[config.mk]
export PLATFORM = sky130hd
export DESIGN_NAME = y_move_ctrl
export DESIGN_NICKNAME = d
export VERILOG_FILES = /design/src/rtl/y_move_pkg.sv /design/src/rtl/key_debounce.sv /design/src/rtl/y_move_ctrl.sv
export SDC_FILE = /design/constraint.sdc
export NUM_CORES = 1
export LEC_CHECK = 0
export ABC_AREA = 1
export BUFFER_PORTS_ARGS = -buffer_cell sky130_fd_sc_hd__buf_4
export CAP_MARGIN = 5
export CORE_MARGIN = 2
export CORE_UTILIZATION = 41
export DETAILED_ROUTE_END_ITERATION = 8
export PLACE_DENSITY = 0.67
export SLEW_MARGIN = 30
export SYNTH_ARGS = -nofsm -noshare
export SYNTH_HDL_FRONTEND = slang
export SYNTH_SLANG_ARGS = --single-unit
[constraint.sdc]
create_clock -name clock -period 1.3 [get_ports clock]
set_clock_uncertainty 0.2 [all_clocks]
set_input_delay 0.26 -clock clock [delete_from_list [all_inputs] [get_ports clock]]
set_output_delay 0.26 -clock clock [all_outputs]
set_load 0.01 [all_outputs]
[src/rtl/y_move_pkg.sv]
// Shared types and parameter defaults for the player Y-movement controller.
package y_move_pkg;

   typedef enum logic [1:0] {S_IDLE, S_ARMED, S_DELAY, S_REPEAT} state_e;
   typedef enum logic [1:0] {DIR_NONE, DIR_UP, DIR_DOWN} dir_e;

   localparam int DEF_DEBOUNCE_CYCLES = 16;
   localparam int DEF_REPEAT_DELAY    = 8;
   localparam int DEF_REPEAT_RATE     = 2;

   // Exactly one key held gives a direction; none or both means no movement.
   function automatic dir_e decode_dir(input logic up_n, input logic down_n);
      dir_e d;
      d = DIR_NONE;
      if (!up_n && down_n)
         d = DIR_UP;
      else if (up_n && !down_n)
         d = DIR_DOWN;
      return d;
   endfunction

endpackage

[src/rtl/key_debounce.sv]
// Per-key front end: 2-flop synchronizer followed by a consecutive-sample debouncer.
module key_debounce
   import y_move_pkg::*;
#(
   parameter int DEBOUNCE_CYCLES = DEF_DEBOUNCE_CYCLES
) (
   input  logic clock,
   input  logic reset_n,
   input  logic key_n,
   output logic level_n
);

   localparam int CW = $clog2(DEBOUNCE_CYCLES + 1);

   if (DEBOUNCE_CYCLES < 1) begin : g_bad_param
      $error("key_debounce: DEBOUNCE_CYCLES must be >= 1");
   end

   logic          sync1_q;
   logic          sync2_q;
   logic          level_q;
   logic [CW-1:0] cnt_q;

   always_ff @(posedge clock) begin
      if (!reset_n) begin
         sync1_q <= 1'b1;
         sync2_q <= 1'b1;
         level_q <= 1'b1;
         cnt_q   <= '0;
      end else begin
         sync1_q <= key_n;
         sync2_q <= sync1_q;
         // Level flips on the sample after the counter has seen the full run of differing samples.
         if (sync2_q == level_q) begin
            cnt_q <= '0;
         end else if (cnt_q == CW'(DEBOUNCE_CYCLES)) begin
            level_q <= sync2_q;
            cnt_q   <= '0;
         end else begin
            cnt_q <= cnt_q + CW'(1);
         end
      end
   end

   assign level_n = level_q;

endmodule

[src/rtl/y_move_ctrl.sv]
// Player Y-movement controller: debounced keys -> frame-paced inc/dec step pulses.
// Auto-repeat is built only when Y_MOVE_AUTOREPEAT_EN is defined; otherwise one step per press.
module y_move_ctrl
   import y_move_pkg::*;
#(
   parameter int DEBOUNCE_CYCLES = DEF_DEBOUNCE_CYCLES,
   parameter int REPEAT_DELAY    = DEF_REPEAT_DELAY,
   parameter int REPEAT_RATE     = DEF_REPEAT_RATE
) (
   input  logic clock,
   input  logic reset_n,
   input  logic key_up_n,
   input  logic key_down_n,
   input  logic frame_tick,
   output logic inc,
   output logic dec
);

   if (REPEAT_DELAY < 1 || REPEAT_RATE < 1) begin : g_bad_param
      $error("y_move_ctrl: REPEAT_DELAY and REPEAT_RATE must be >= 1");
   end

   logic   up_lvl_n;
   logic   down_lvl_n;
   dir_e   decode;
   state_e state_q;
   dir_e   dir_q;
   logic   inc_q;
   logic   dec_q;

   key_debounce #(.DEBOUNCE_CYCLES(DEBOUNCE_CYCLES)) u_deb_up (
      .clock   (clock),
      .reset_n (reset_n),
      .key_n   (key_up_n),
      .level_n (up_lvl_n)
   );

   key_debounce #(.DEBOUNCE_CYCLES(DEBOUNCE_CYCLES)) u_deb_down (
      .clock   (clock),
      .reset_n (reset_n),
      .key_n   (key_down_n),
      .level_n (down_lvl_n)
   );

   assign decode = decode_dir(up_lvl_n, down_lvl_n);

`ifdef Y_MOVE_AUTOREPEAT_EN
   localparam int TMAX = (REPEAT_DELAY > REPEAT_RATE) ? REPEAT_DELAY : REPEAT_RATE;
   localparam int TW   = $clog2(TMAX + 1);

   logic [TW-1:0] tcnt_q;
   logic [TW-1:0] tcnt_d;

   assign tcnt_d = tcnt_q + TW'(1);
`endif

   always_ff @(posedge clock) begin
      if (!reset_n) begin
         state_q <= S_IDLE;
         dir_q   <= DIR_NONE;
         inc_q   <= 1'b0;
         dec_q   <= 1'b0;
`ifdef Y_MOVE_AUTOREPEAT_EN
         tcnt_q  <= '0;
`endif
      end else begin
         inc_q <= 1'b0;
         dec_q <= 1'b0;
         if (state_q == S_IDLE) begin
            // A tick coinciding with arming is deliberately ignored.
            if (decode != DIR_NONE) begin
               state_q <= S_ARMED;
               dir_q   <= decode;
            end
         end else if (decode != dir_q) begin
            // Release, chord or swap wins over any coincident tick.
            state_q <= S_IDLE;
         end else if (frame_tick) begin
            case (state_q)
               S_ARMED: begin
                  inc_q   <= (dir_q == DIR_UP);
                  dec_q   <= (dir_q == DIR_DOWN);
                  state_q <= S_DELAY;
`ifdef Y_MOVE_AUTOREPEAT_EN
                  tcnt_q  <= '0;
`endif
               end
`ifdef Y_MOVE_AUTOREPEAT_EN
               S_DELAY: begin
                  if (tcnt_d == TW'(REPEAT_DELAY)) begin
                     inc_q   <= (dir_q == DIR_UP);
                     dec_q   <= (dir_q == DIR_DOWN);
                     tcnt_q  <= '0;
                     state_q <= S_REPEAT;
                  end else begin
                     tcnt_q <= tcnt_d;
                  end
               end
               S_REPEAT: begin
                  if (tcnt_d == TW'(REPEAT_RATE)) begin
                     inc_q  <= (dir_q == DIR_UP);
                     dec_q  <= (dir_q == DIR_DOWN);
                     tcnt_q <= '0;
                  end else begin
                     tcnt_q <= tcnt_d;
                  end
               end
`else
               S_DELAY: begin
                  state_q <= S_DELAY;
               end
`endif
               default: state_q <= S_IDLE;
            endcase
         end
      end
   end

   assign inc = inc_q;
   assign dec = dec_q;

endmodule

======== Yosys cells after proc, flatten, opt, wreduce, memory -nomap -nowiden ========
Cells that the tools add are included.
cells by class
  add/sub/neg operators ................... 2
  equality and inequality tests ........... 10
  mux-type cells .......................... 7
  bitwise logic cells ..................... 5
  reduce and logical (&&, ||, !) cells .... 15
operators by type and width
  operator                                                                 count
  2-bit two-way mux                                                        7
  5-bit by 1-bit adder with 5-bit output, second input constant            2
  5-bit equality test, second input constant                               2
  2-bit AND reduction                                                      4
  3-bit OR reduction                                                       2
  1-bit NOT                                                                5
  5-bit OR reduction                                                       1
  2-bit by 1-bit equality test with 1-bit output, second input constant    2
  2-bit equality test, second input constant                               2
  3-bit nonzero test                                                       1
  1-bit equality test                                                      2
  1-bit logical AND                                                        2
  1-bit logical NOT                                                        2
  2-bit logical NOT                                                        1
  2-bit by 1-bit inequality test with 1-bit output, second input constant  1
  2-bit inequality test                                                    1
  2-bit nonzero test                                                       1
  2-bit OR reduction                                                       1
word-level totals
  register bits after elaboration ......... 22
  input bits .............................. 5
  output and inout port bits .............. 2

======== Depth between registers and ports, before layout ========
  word-level depth ........................ 7
  mapped depth ............................ 9
  gate-level depth less buffers ........... 9

======== Cells and area by module ========
Synthesis repeated with hierarchy kept, for this count alone.
second synthesis, totals
  cell total of the unflattened synthesis .. 133
  area total of the unflattened synthesis .. 1062.3 um^2
by module, submodules not included
  module        times used  cells an instance  area each (um^2)  sequential area each (um^2)
  key_debounce  2           43                 355.3             160.2
  y_move_ctrl   1           47                 351.6             120.1

======== Least setup slack after synthesis ========
Ideal clock, no wire load.
  path kind ............................... register to register
  start point ............................. reg u_deb_down.level_q (netlist: u_deb_down.level_n)
  end point ............................... reg dir_q[0]
  arrival time ............................ 1099 ps
  required time ........................... 981 ps
  path slack .............................. -119 ps
  cell stages (with the launch flop) ...... 7
  cells stage by stage .................... dfxtp_1 inv_1 ha_1 nor2_1 inv_1 o21ai_0 a21oi_1
on the way
  word-level cells in the longest chain between the ends .. 6
RTL lines
  element                               RTL line            text
  from (decl)                           key_debounce.sv:21  logic level_q;
  from (signal assigned)                key_debounce.sv:37  level_q <= sync2_q;
  1-bit logical NOT                     y_move_pkg.sv:17    else if (up_n && !down_n)
  1-bit logical AND                     y_move_pkg.sv:17
  2-bit two-way mux                     y_move_pkg.sv:17
  2-bit two-way mux *                   y_move_pkg.sv:15    if (!up_n && down_n)
  2-bit nonzero test                    y_move_ctrl.sv:71   if (decode != DIR_NONE) begin
  2-bit AND reduction (no source line)  -
  to (signal assigned)                  y_move_ctrl.sv:73   dir_q <= decode;
  to (decl)                             y_move_ctrl.sv:27   dir_e dir_q;
Mark *: on every way between the ends. The rest lies on a longest branch, timed or not.
A chain may end at the register's enable or synchronous reset.

======== Worst setup path in the final report ========
  start point ............................. reg u_deb_up.level_q (netlist: u_deb_up.level_n)
  end point ............................... reg state_q[0]
on the way
  word-level cells in the longest chain between the ends .. 6
RTL lines
  element                                                                    RTL line                              text
  from (decl)                                                                key_debounce.sv:21
  from (signal assigned)                                                     key_debounce.sv:37
  1-bit logical NOT *                                                        y_move_pkg.sv:15
  1-bit logical AND *                                                        y_move_pkg.sv:15
  2-bit two-way mux *                                                        y_move_pkg.sv:15
  net decode[0]                                                              y_move_ctrl.sv:25                     dir_e decode;
  2-bit inequality test or 2-bit nonzero test (tied branches)                y_move_ctrl.sv:75, y_move_ctrl.sv:71
  3-bit nonzero test (no source line) (tied with other cells)                -
  2-bit AND reduction (no source line) or 2-bit two-way mux (tied branches)  -
  to (signal assigned)                                                       y_move_ctrl.sv:72                     state_q <= S_ARMED;
  to (signal assigned)                                                       y_move_ctrl.sv:77                     state_q <= S_IDLE;
  to (signal assigned)                                                       y_move_ctrl.sv:83                     state_q <= S_DELAY;
  to (decl)                                                                  y_move_ctrl.sv:26                     state_e state_q;
Mark *: on every way through the listed nets, which the timed path passes. The rest lies on a longest branch.

==> metrics <==
crit path setup slack, layout -0.145 ns; number of pins exceeding their max-slew limit in the final report 0; via count of the routed design 794; Area growth, synth to finish 51.7%; DP Wirelength 1140 um; drt via density about 5; TritonCTS Buffers 3; total of endpoints with negative setup slack in the final report 7; sort of element at the end of the critical path register; Cell Area, Synth 956 um2; Wirelength per Cell 12.8 um; static leakage 0.527 nW; distinct cell type count of the synthesized netlist 20; status finished, violations left; Post-Route WL 2080 um; overall die area roughly 0.0027 mm2; Slew Limit Headroom 0.835; initial core utilization 0.432; DRC 0; CTS tree done; Antenna Violating Nets Remaining 0; Post-Place Worst Slack -0.159 ns; warning count from the yosys run 0; failing checks setup timing; clock root buffer clkbuf_4; final critical delay including setup and external delays 1.45 ns; CP startpoint kind register; final weighted congestion of routability-driven global placement 0.698; highest-count cells in the layout ignoring fill and taps 14 x dfxtp_1, 14 x buf_4, 10 x inv_1; class of the tightest hold or removal check input pin to register; category of the critical setup timing path register to register; required time at the endpoint of the critical path 1.35 ns; number of primary I/O pins 7; clock latency of the later-clocked register in the worst-skew pair 0.31 ns; Post-Synthesis Mean Instance Area about 8.6 um2; share of layout cells above drive strength 1 0.582; Gate Count Post-Synth 111; total global-route track usage 0.142; Cell Pwr Density 919 mW/mm2; site row count 17; number of violations reported at the end of detailed-routing iteration 0 7; Die W 52.3 um; detailed-routing iteration count for the pre-antenna-repair pass 4; die height between 50 and 60 um; total overflow reported by the global router 0; clock-pin slew on the worst setup and hold paths between 0.1 and 0.15 ns; Post-Route Setup TNS -0.376 ns; max-cap check violation count 0; maximum number of pins on one net before global-route repair 14; Port-buffer cells 6; Clock H-tree levels 1; wire length of the first global-routing pass 2850 um; Bufs on Longest Clock Path 2; Worst VDD drop 0.558 mV; Final Hold Viols 0; maximum achievable frequency 692 MHz; count of clock tree sinks 22; flip-flop and latch count after synthesis 22; Net Count, Synth approximately 120; Diodes inserted 0; unrepaired setup endpoints after global routing yes; setup slack, reg-to-reg -0.15 ns; core outline area 0.00221 mm2; number of nets in the finished design 148; antenna violations before repair 0; share of the yosys chip area belonging to registers 0.461; vias in the first global route 698; highest fanout seen on the critical path 3; slew of the pin with the lowest slew margin 0.246 ns; Final period util 1.11; Worst EP arrival 1.49 ns
[per-stage QoR]
stage | hold slack, ns | instances | cell area [um2] | power [W] | util
3_3_place_gp | 0.195 | 150 | 1100 | 0.000771 | 0.495
6_report | 0.0320 | 162 | 1450 | 0.00133 | 0.656
2_1_floorplan | 0.167 | 111 | 978 | 0.000745 | -
3_5_place_dp | 0.198 | 150 | 1100 | 0.000774 | 0.495
4_1_cts | 0.0150 | 159 | 1220 | 0.00129 | 0.551
5_1_grt | 0.0320 | 162 | 1450 | 0.00139 | 0.656
[Yosys cell counts]
library cell | count | area [um2]
nor3_1 | 2 | 10.0
xnor2_2 | 1 | 16.3
o21ai_0 | 4 | 20.0
ha_1 | 8 | 100
dfxtp_1 | 22 | 440
nand3_1 | 7 | 35.0
inv_1 | 18 | 67.6
nor3_2 | 2 | 20.0
nor2_1 | 15 | 56.3
or2_2 | 4 | 25.0
o211ai_1 | 1 | 7.51
o211ai_2 | 1 | 12.5
a21oi_2 | 1 | 8.76
inv_2 | 1 | 3.75
a21oi_1 | 7 | 35.0
nand4_1 | 1 | 6.26
xor2_1 | 4 | 35.0
nand3_2 | 1 | 10.0
xnor2_1 | 1 | 8.76
nand2_1 | 10 | 37.5
[critical path, cell delays in order, from the launching register on]
cell and delay (ns):
dfxtp_4 0.40, inv_4 0.05, ha_4 0.17, xnor2_4 0.18, nand3_4 0.12, nand2_2 0.08
nand2_2 0.06, a21oi_2 0.13
[sequential cells by signal, summed over array words and instances, names as in the netlist]
signal,count
dec,1
dir_q,2
inc,1
state_q,2
u_deb_down.cnt_q,5
u_deb_down.level_n,1
u_deb_down.sync1_q,1
u_deb_down.sync2_q,1
u_deb_up.cnt_q,5
u_deb_up.level_n,1
u_deb_up.sync1_q,1
u_deb_up.sync2_q,1
[layout make-up]
| cell class | instances | area, um2 |
|---|---|---|
| tap | 28 | 35.0 |
| clock inverter | 1 | 30.0 |
| multi-input combinational | 70 | 671 |
| inverter | 19 | 76.3 |
| clock buffer | 3 | 22.5 |
| timing repair buffer | 19 | 158 |
| sequential | 22 | 458 |
| fill | 173 | 762 |
[routing by layer]
metal	global-route usage	vias up	share of wire
met5	0	-	0
met1	0.156	380	0.41
met2	0.260	11	0.55
met3	0.0343	4	0.026
met4	0.0513	0	0.015
li1	-	399	-
[cells by family after synthesis]
kind of cell	synth area share
buffers and inverters	0.0746
AND/OR/NAND/NOR	0.209
adder cells (fa/ha/maj)	0.105
XOR/XNOR	0.0628
flip-flops	0.461
AO/OA/AOI/OAI	0.0877
[power by group]
part | switching, W | internal, W
Sequential | 0.00000531 | 0.000680
Combinational | 0.0000584 | 0.0000592
Clock | 0.000217 | 0.000312
Total | 0.000281 | 0.00105
[final timing paths]
check,to,depth (start not counted),start
worst max-delay path,state_q[0],7,u_deb_up.level_n
worst max register to register,state_q[0],7,u_deb_up.level_n
worst min register to register,u_deb_down.sync2_q,1,u_deb_down.sync1_q
worst min-delay path,dir_q[1],3,reset_n
[repair_timing]
item                                   4_1_cts  5_1_grt
gates resized for setup                     10       51
endpoints found under the hold margin        2        1
hold buffers                                 2        1
setup endpoints to repair                   16       17
pin swaps                                   11       13
setup buffers                                3        2
Note: power is estimated with default switching activity, not from simulation.
